===== src/rtl/map_draw_sequencer.sv =====
// map_draw_sequencer: sequences a full-screen redraw through the copy engine.
// It draws one background copy, then one copy per tile of the COLS x ROWS
// tile map, then requests a buffer-to-screen refresh.
// Optional build macro: SKIP_EMPTY_TILES_EN. When it is defined, map cells
// holding tile code 0 produce no tile copy.
module map_draw_sequencer #(
    parameter int COLS = 20,
    parameter int ROWS = 15,
    parameter int TILE = 16
) (
    input  logic       clk,
    input  logic       reset_n,
    input  logic       start,
    input  logic [1:0] bg_sel,
    output logic [8:0] map_addr,
    input  logic [3:0] map_tile,
    output logic       go,
    output logic       refresh,
    output logic [8:0] X,
    output logic [7:0] Y,
    output logic [1:0] memory_select,
    output logic [3:0] tile_select,
    input  logic       finished,
    output logic       busy,
    output logic       done
);

    localparam int CW = (COLS > 1) ? $clog2(COLS) : 1;
    localparam int RW = (ROWS > 1) ? $clog2(ROWS) : 1;
    localparam logic [CW-1:0] COL_LAST = CW'(COLS - 1);
    localparam logic [RW-1:0] ROW_LAST = RW'(ROWS - 1);

    localparam logic [3:0] S_IDLE       = 4'd0;
    localparam logic [3:0] S_BG_GO      = 4'd1;
    localparam logic [3:0] S_BG_WAIT    = 4'd2;
    localparam logic [3:0] S_FETCH      = 4'd3;
    localparam logic [3:0] S_FETCH_WAIT = 4'd4;
    localparam logic [3:0] S_TILE_GO    = 4'd5;
    localparam logic [3:0] S_TILE_WAIT  = 4'd6;
    localparam logic [3:0] S_NEXT       = 4'd7;
    localparam logic [3:0] S_REF_GO     = 4'd8;
    localparam logic [3:0] S_REF_WAIT   = 4'd9;
    localparam logic [3:0] S_DONE       = 4'd10;

    logic [3:0]    state;
    logic [CW-1:0] col;
    logic [RW-1:0] row;

    // State machine, tile counters and the registered copy-engine request fields.
    always_ff @(posedge clk) begin
        if (!reset_n) begin
            state         <= S_IDLE;
            col           <= '0;
            row           <= '0;
            map_addr      <= '0;
            X             <= '0;
            Y             <= '0;
            memory_select <= '0;
            tile_select   <= '0;
        end else begin
            case (state)
                S_IDLE: begin
                    if (start) begin
                        state         <= S_BG_GO;
                        memory_select <= bg_sel;
                        X             <= '0;
                        Y             <= '0;
                        col           <= '0;
                        row           <= '0;
                        map_addr      <= '0;
                    end
                end
                S_BG_GO:   state <= S_BG_WAIT;
                S_BG_WAIT: if (finished) state <= S_FETCH;
                S_FETCH:   state <= S_FETCH_WAIT;
                S_FETCH_WAIT: begin
`ifdef SKIP_EMPTY_TILES_EN
                    if (map_tile == 4'd0) begin
                        state <= S_NEXT;
                    end else begin
                        state         <= S_TILE_GO;
                        tile_select   <= map_tile;
                        memory_select <= 2'b11;
                        X             <= 9'(int'(col) * TILE);
                        Y             <= 8'(int'(row) * TILE);
                    end
`else
                    state         <= S_TILE_GO;
                    tile_select   <= map_tile;
                    memory_select <= 2'b11;
                    X             <= 9'(int'(col) * TILE);
                    Y             <= 8'(int'(row) * TILE);
`endif
                end
                S_TILE_GO:   state <= S_TILE_WAIT;
                S_TILE_WAIT: if (finished) state <= S_NEXT;
                S_NEXT: begin
                    // Cells are visited in raster order, so row*COLS+col is
                    // tracked as a running address that steps by one and is
                    // already valid when FETCH is entered.
                    if (col == COL_LAST) begin
                        if (row == ROW_LAST) begin
                            state <= S_REF_GO;
                        end else begin
                            state    <= S_FETCH;
                            col      <= '0;
                            row      <= row + RW'(1);
                            map_addr <= map_addr + 9'd1;
                        end
                    end else begin
                        state    <= S_FETCH;
                        col      <= col + CW'(1);
                        map_addr <= map_addr + 9'd1;
                    end
                end
                S_REF_GO:   state <= S_REF_WAIT;
                S_REF_WAIT: if (finished) state <= S_DONE;
                S_DONE:     state <= S_IDLE;
                default:    state <= S_IDLE;
            endcase
        end
    end

    // Single-cycle strobes and busy decode directly from the registered state.
    always_comb begin
        go      = (state == S_BG_GO) || (state == S_TILE_GO);
        refresh = (state == S_REF_GO);
        done    = (state == S_DONE);
        busy    = (state != S_IDLE);
    end

endmodule


===== config.mk =====
export PLATFORM = sky130hd
export DESIGN_NAME = map_draw_sequencer
export DESIGN_NICKNAME = d
export VERILOG_FILES = /design/src/rtl/map_draw_sequencer.sv
export SDC_FILE = /design/constraint.sdc
export NUM_CORES = 1
export LEC_CHECK = 0
export CAP_MARGIN = 20
export CORE_UTILIZATION = 51
export CTS_BUF_LIST = sky130_fd_sc_hd__clkbuf_4
export DETAILED_ROUTE_END_ITERATION = 10
export PLACE_DENSITY_LB_ADDON = 0.12
export SYNTH_ARGS = -nofsm -noshare
export SYNTH_HDL_FRONTEND = slang
export SYNTH_SLANG_ARGS = --single-unit

===== constraint.sdc =====
create_clock -name clk -period 2 [get_ports clk]
set_input_delay 0.3 -clock clk [delete_from_list [all_inputs] [get_ports clk]]
set_output_delay 0.3 -clock clk [all_outputs]
set_load 0.005 [all_outputs]

## Word level (Yosys, flattened, before mapping)

Index checks and enable logic that the tools add are counted.

- Output and inout port bits: 36
- Input port bits: 10
- Register bits: 45

- Add/sub/neg operators: 3
- Reductions and logical operators: 9
- Equal/unequal tests: 19
- Muxes and demuxes: 24

Operators with widths:

| operator | number |
|---|---|
| 4-bit one-hot mux with 10 select lines | 1 |
| 4-bit 2-to-1 mux | 9 |
| 9-bit one-hot mux with 2 select lines | 2 |
| 9-bit 2-to-1 mux | 3 |
| 4-bit by 3-bit == test with 1-bit output (second input constant) | 4 |
| 4-bit == test (second input constant) | 4 |
| 8-bit one-hot mux with 2 select lines | 1 |
| 5-bit 2-to-1 mux | 3 |
| 2-bit != test (second input constant) | 6 |
| 5-bit one-hot mux with 2 select lines | 1 |
| 9-bit by 1-bit adder with 9-bit output (second input constant) | 1 |
| 4-bit by 2-bit == test with 1-bit output (second input constant) | 2 |
| 8-bit 2-to-1 mux | 1 |
| 4-bit one-hot mux with 2 select lines | 1 |
| 4-bit AND reduction | 2 |
| 5-bit by 1-bit adder with 5-bit output (second input constant) | 1 |
| 5-bit == test (second input constant) | 1 |
| 4-bit by 1-bit adder with 4-bit output (second input constant) | 1 |
| 4-bit by 1-bit == test with 1-bit output (second input constant) | 1 |
| 4-bit logical NOT | 1 |
| 2-bit one-hot mux with 2 select lines | 1 |
| 2-bit nonzero test | 2 |
| 4-bit nonzero test | 1 |
| 3-bit != test (second input constant) | 1 |
| other kinds (4) | 4 |

## Depth between registers and ports, before layout

- Depth in word-level cells: 4
- Gate-level depth with buffers: 7

## Least setup slack after synthesis

Ideal clock, no wire load.

- Path kind: register to register
- Start: reg col[0]
- End: reg row[3]
- Path buffers: 0
- Cell stages (with the launch flop): 6
- Period minus slack after synthesis: 1,661 ps
- Arrival time: 1,591 ps
- Slack: 339 ps
- Path through: dfxtp_1 ha_1 and4bb_2 nor2_1 or4_1 a21oi_1

- Longest elaborated chain between the ends: 3

Ends and longest elaborated chain:

| element | RTL line | RTL |
|---|---|---|
| from (decl) | 46 | `logic [CW-1:0] col;` |
| from (signal assigned) | 112 | `col <= col + CW'(1);` |
| 5-bit == test | 101 | `if (col == COL_LAST) begin` |
| 2-bit != test (no source line) | -- |  |
| 4-bit AND reduction (no source line) | -- |  |
| to (signal assigned) | 107 | `row <= row + RW'(1);` |
| to (decl) | 47 | `logic [RW-1:0] row;` |

No other way between the ends.
A chain may end at the register's enable or synchronous reset.

## Final worst setup path

- Start: reg state[0]
- End: out refresh

- Longest elaborated chain between the ends: 1

Ends and longest elaborated chain:

| element | RTL line | RTL |
|---|---|---|
| from (decl) | 45 | `logic [3:0] state;` |
| from (signal assigned) | 52 | `state <= S_IDLE;` |
| from (signal assigned) | 64 | `state <= S_BG_GO;` |
| from (signal assigned) | 73 | `S_BG_GO: state <= S_BG_WAIT;` |
| 4-bit == test | 127 | `refresh = (state == S_REF_GO);` |
| to (decl) | 18 | `output logic refresh,` |

No other way between the ends.

==> load_flow_metrics.sql <==
INSERT INTO impl_metrics (metric_group, metric, value, unit) VALUES
('floorplan', 'design.core.area', '3470', 'um^2'),
('critical_path', 'critPathKind', 'register to output pin', ''),
('logic_synthesis', 'post_synth_inst_count', '232', ''),
('placed_design', 'preCtsSetupSlack', '0.0619', 'ns'),
('routing', 'routed_wl', '4310', 'um'),
('sta', 'setup_violators_final', '0', ''),
('sta', 'skew', '0.00646', 'ns'),
('final_layout', 'area_delta_synth_final', '29.7', '%'),
('final_layout', 'nFillCells', '303', ''),
('sta', 'final-hold-violation-count', '0', ''),
('floorplan', 'die-area', '4010', 'um^2'),
('logic_synthesis', 'synth_compound_gate_area_share', '21.9', '%'),
('status', 'status', 'finished clean', ''),
('routing', 'vias_per_cell', '5.62', ''),
('clocking', 'clk_latency', '0.35', 'ns'),
('global_routing', 'grt_max_degree', '33', ''),
('logic_synthesis', 'number_of_synthesis_warnings', '0', ''),
('logic_synthesis', 'post_synth_and_or_nand_nor_area_fraction', '26.1', '%'),
('clocking', 'tritoncts', 'built', ''),
('floorplan', 'io_pins', '46', ''),
('sta', 'max_freq', '0.522', 'GHz'),
('routing', 'drt-initial-drc-count', '73', ''),
('logic_synthesis', 'ys_seq_area_share', '38.6', '%'),
('global_routing', 'globalRoute.totalOverflow', '0', ''),
('final_layout', 'final_layout_size_suffix_gt1_share', '12.4', '%'),
('logic_synthesis', 'ys_types', '44', ''),
('floorplan', 'floorplan.die.width', '63.3', 'um'),
('clocking', 'number_of_post_cts_setup_repair_buffers', '0', ''),
('logic_synthesis', 'netlist_area_before_placement', '1920', 'um^2'),
('power_and_ir_drop', 'power.static_leakage', '0.919', 'nW'),
('sta', 'fin_setup_tns', '0', 'ns'),
('logic_synthesis', 'post_synth_xor_area_fraction', '1.37', '%'),
('placed_design', 'port-buffer-count', '37', ''),
('routing', 'drt-wirelength-per-cell', '13.5', 'um'),
('logic_synthesis', 'synth.avg_cell_area', '8.27', 'um^2'),
('routing', 'route.detailed.drc', '0', ''),
('floorplan', 'row_cnt', '21', ''),
('clocking', 'cts_hold_buffers', '0', ''),
('final_layout', 'antenna_diode_count', '0', ''),
('sta', 'setup_repair_after_global_routing_missed_its_margin', 'false', ''),
('critical_path', 'timing.critical_path.fanout_max', '9', ''),
('logic_synthesis', 'yosys.area_share.adder', '2.61', '%'),
('routing', 'via_count', '1797', ''),
('logic_synthesis', 'ys_async_sr_fraction', '0', '%'),
('sta', 'final-max-slew-violation-count', '0', ''),
('flow_run', 'drv_cap', '0', ''),
('critical_path', 'timing.critical_path.arrival', '1.61', 'ns'),
('clocking', 'cts.htree.levels', '2', ''),
('logic_synthesis', 'synth_ff_type', 'dfxtp_1', ''),
('routing', 'first_pass_iters', '5', ''),
('hold_path', 'hold_path_class', 'register to register', ''),
('power_and_ir_drop', 'powerDensity', '681', 'nW/um^2'),
('clocking', 'cts_buffer_count', '5', ''),
('global_routing', 'first_global_vias', '1625', ''),
('clocking', 'ctsRootBufferMaster', 'clkbuf_4', ''),
('global_routing', 'track_usage', '23.6', '%'),
('logic_synthesis', 'synth_edf_count', '0', ''),
('logic_synthesis', 'muxShareOfSynthArea', '1.04', '%'),
('sta', 'post-route-period-util', '95.7', '%'),
('floorplan', 'initial_utilization', '55.3', '%'),
('placed_design', 'place.gp.congestion', '0.811', ''),
('floorplan', 'dieHeight', '63.3', 'um'),
('critical_path', 'crit_path_end_kind', 'output pin', ''),
('logic_synthesis', 'ys_seq_elements', '37', ''),
('clocking', 'cts.reportedPaths.clkPinSlew', '0.12', 'ns'),
('clocking', 'max-clock-path-buffers', '2', ''),
('critical_path', 'critPathLaunchType', 'register', ''),
('global_routing', 'antenna_violations_before_repair', '0', ''),
('placed_design', 'dp_hpwl', '2960', 'um'),
('clocking', 'clock_sink_count', '37', ''),
('power_and_ir_drop', 'total_power', '1.70', 'mW'),
('critical_path', 'required_time_at_the_endpoint_of_the_critical_path', '1.70', 'ns'),
('sta', 'finalWorstSetupSlack', '0.0853', 'ns'),
('power_and_ir_drop', 'maximum_ir_drop_on_the_vdd_rail', '390', 'uV'),
('global_routing', 'grt_first_pass_wirelength', '7580', 'um'),
('routing', 'drt.antenna.violating_nets', '0', ''),
('final_layout', 'finalNetCount', '287', ''),
('sta', 'layout_min_cycle_time', '1.91', 'ns'),
('logic_synthesis', 'synth_top_family_by_area', 'simple AND/OR/NAND/NOR gates', '');
==> routing by layer <==
metal | vias up | share of wire [%] | global-route usage [%]
met5 | - | 0 | 0
met4 | 0 | 1.2 | 7.39
met3 | 6 | 3.5 | 5.43
met2 | 37 | 47 | 35.6
met1 | 839 | 48 | 33.0
li1 | 915 | - | -
==> synthesized netlist by cell type, types with 5 or more instances <==
| cell type | number | area share, % |
|---|---|---|
| nor2_1 | 8 | 1.6 |
| nand4_1 | 5 | 1.6 |
| a21oi_1 | 29 | 7.6 |
| nand3_1 | 20 | 5.2 |
| o21ai_0 | 9 | 2.3 |
| nand2b_1 | 5 | 1.6 |
| inv_1 | 5 | 0.98 |
| clkbuf_1 | 8 | 1.6 |
| dfxtp_1 | 37 | 39 |
| a2111o_1 | 5 | 2.9 |
| buf_4 | 9 | 3.5 |
| nand2_1 | 29 | 5.7 |
| buf_2 | 8 | 2.1 |
==> cell families (layout without fill, tap and decap cells) <==
group           Yosys count  in the layout
mux                       2              2
fa+ha+maj                 4              4
flops                    37             37
xor+xnor                  3              3
compound gates           64             64
other cells               1              8
buf+inv                  30             65
simple gates             91             91
==> per-stage QoR <==
step                      hold WS, ns  std cells  utilization, %  cell area, um^2
after floorplan                 0.436        239               -             1950
after CTS                       0.467        320            71.1             2470
after global placement          0.444        312            67.9             2350
final                           0.462        320            71.8             2490
after global routing            0.475        320            71.8             2490
after detailed placement        0.449        312            67.9             2350
==> cell type report <==
class / count / area (um^2) / share of cell area, %
Multi-Input combinational cell: 172 / 1060 / 42.7
Sequential cell: 37 / 753 / 30.3
Timing Repair Buffer: 52 / 492 / 19.7
Clock inverter: 3 / 68.8 / 2.76
Tap cell: 46 / 57.6 / 2.31
Clock buffer: 5 / 37.5 / 1.51
Inverter: 5 / 18.8 / 0.754
==> power by group <==
part / switching [mW] / internal, mW / leakage (nW)
Sequential: 0.0235 / 0.754 / 0.301
Combinational: 0.133 / 0.117 / 0.561
Clock: 0.275 / 0.393 / 0.0558
Total: 0.431 / 1.26 / 0.919
==> cell usage in the layout, fill, tap and decap left out, types with 2 or more instances in the layout <==
cell type | netlist | final
or4_1 | 3 | 3
inv_1 | 5 | 5
nand4_1 | 5 | 5
nand3_1 | 20 | 20
dfxtp_1 | 37 | 33
a2111o_1 | 5 | 5
nand2b_1 | 5 | 5
bufinv_16 | 0 | 2
ha_1 | 4 | 4
o2111ai_1 | 4 | 4
nor2_1 | 8 | 8
conb_1 | 1 | 8
a21o_1 | 4 | 4
nand4b_1 | 2 | 2
clkbuf_4 | 0 | 5
a21boi_0 | 2 | 2
dfxtp_4 | 0 | 3
a21oi_1 | 29 | 29
nor3b_1 | 2 | 2
o21a_1 | 3 | 3
xor2_1 | 2 | 2
nand2_1 | 29 | 29
mux2i_1 | 2 | 2
and3_1 | 3 | 3
a221oi_1 | 2 | 2
o21ai_0 | 9 | 9
buf_4 | 9 | 14
clkdlybuf4s50_1 | 0 | 35
nor3_1 | 3 | 3
dlymetal6s2s_1 | 0 | 2
==> sequential cells by signal, summed over array words and instances, names as in the netlist <==
name,cells
map_addr,9
col,5
tile_select,4
memory_select,2
row,4
X,5
Y,4
state,4
==> worst max-delay path: stages, from the launching register on <==
cell	delay, ns
dfxtp_4	0.40
buf_4	0.16
nor3_1	0.18
clkdlybuf4s50_1	0.52
==> final timing paths <==
kind / startpoint / end / slack, ns / cells past startpoint
worst min-delay path: tile_select[0]$_SDFFE_PN0P_ / tile_select[0]$_SDFFE_PN0P_ / 0.46 / 2
worst min register to register: tile_select[0]$_SDFFE_PN0P_ / tile_select[0]$_SDFFE_PN0P_ / 0.46 / 2
worst max register to register: col[0]$_SDFFE_PN0P_ / row[3]$_SDFFE_PN0P_ / 0.13 / 5
worst max-delay path: state[0]$_SDFFE_PN0P_ / refresh / 0.09 / 3
==> timing repair <==
item / CTS / global route
pin swaps: 0 / 1
gates resized for setup: 4 / 7
endpoints found under the setup margin: 4 / 9
Power figures use the tool's default switching activity.
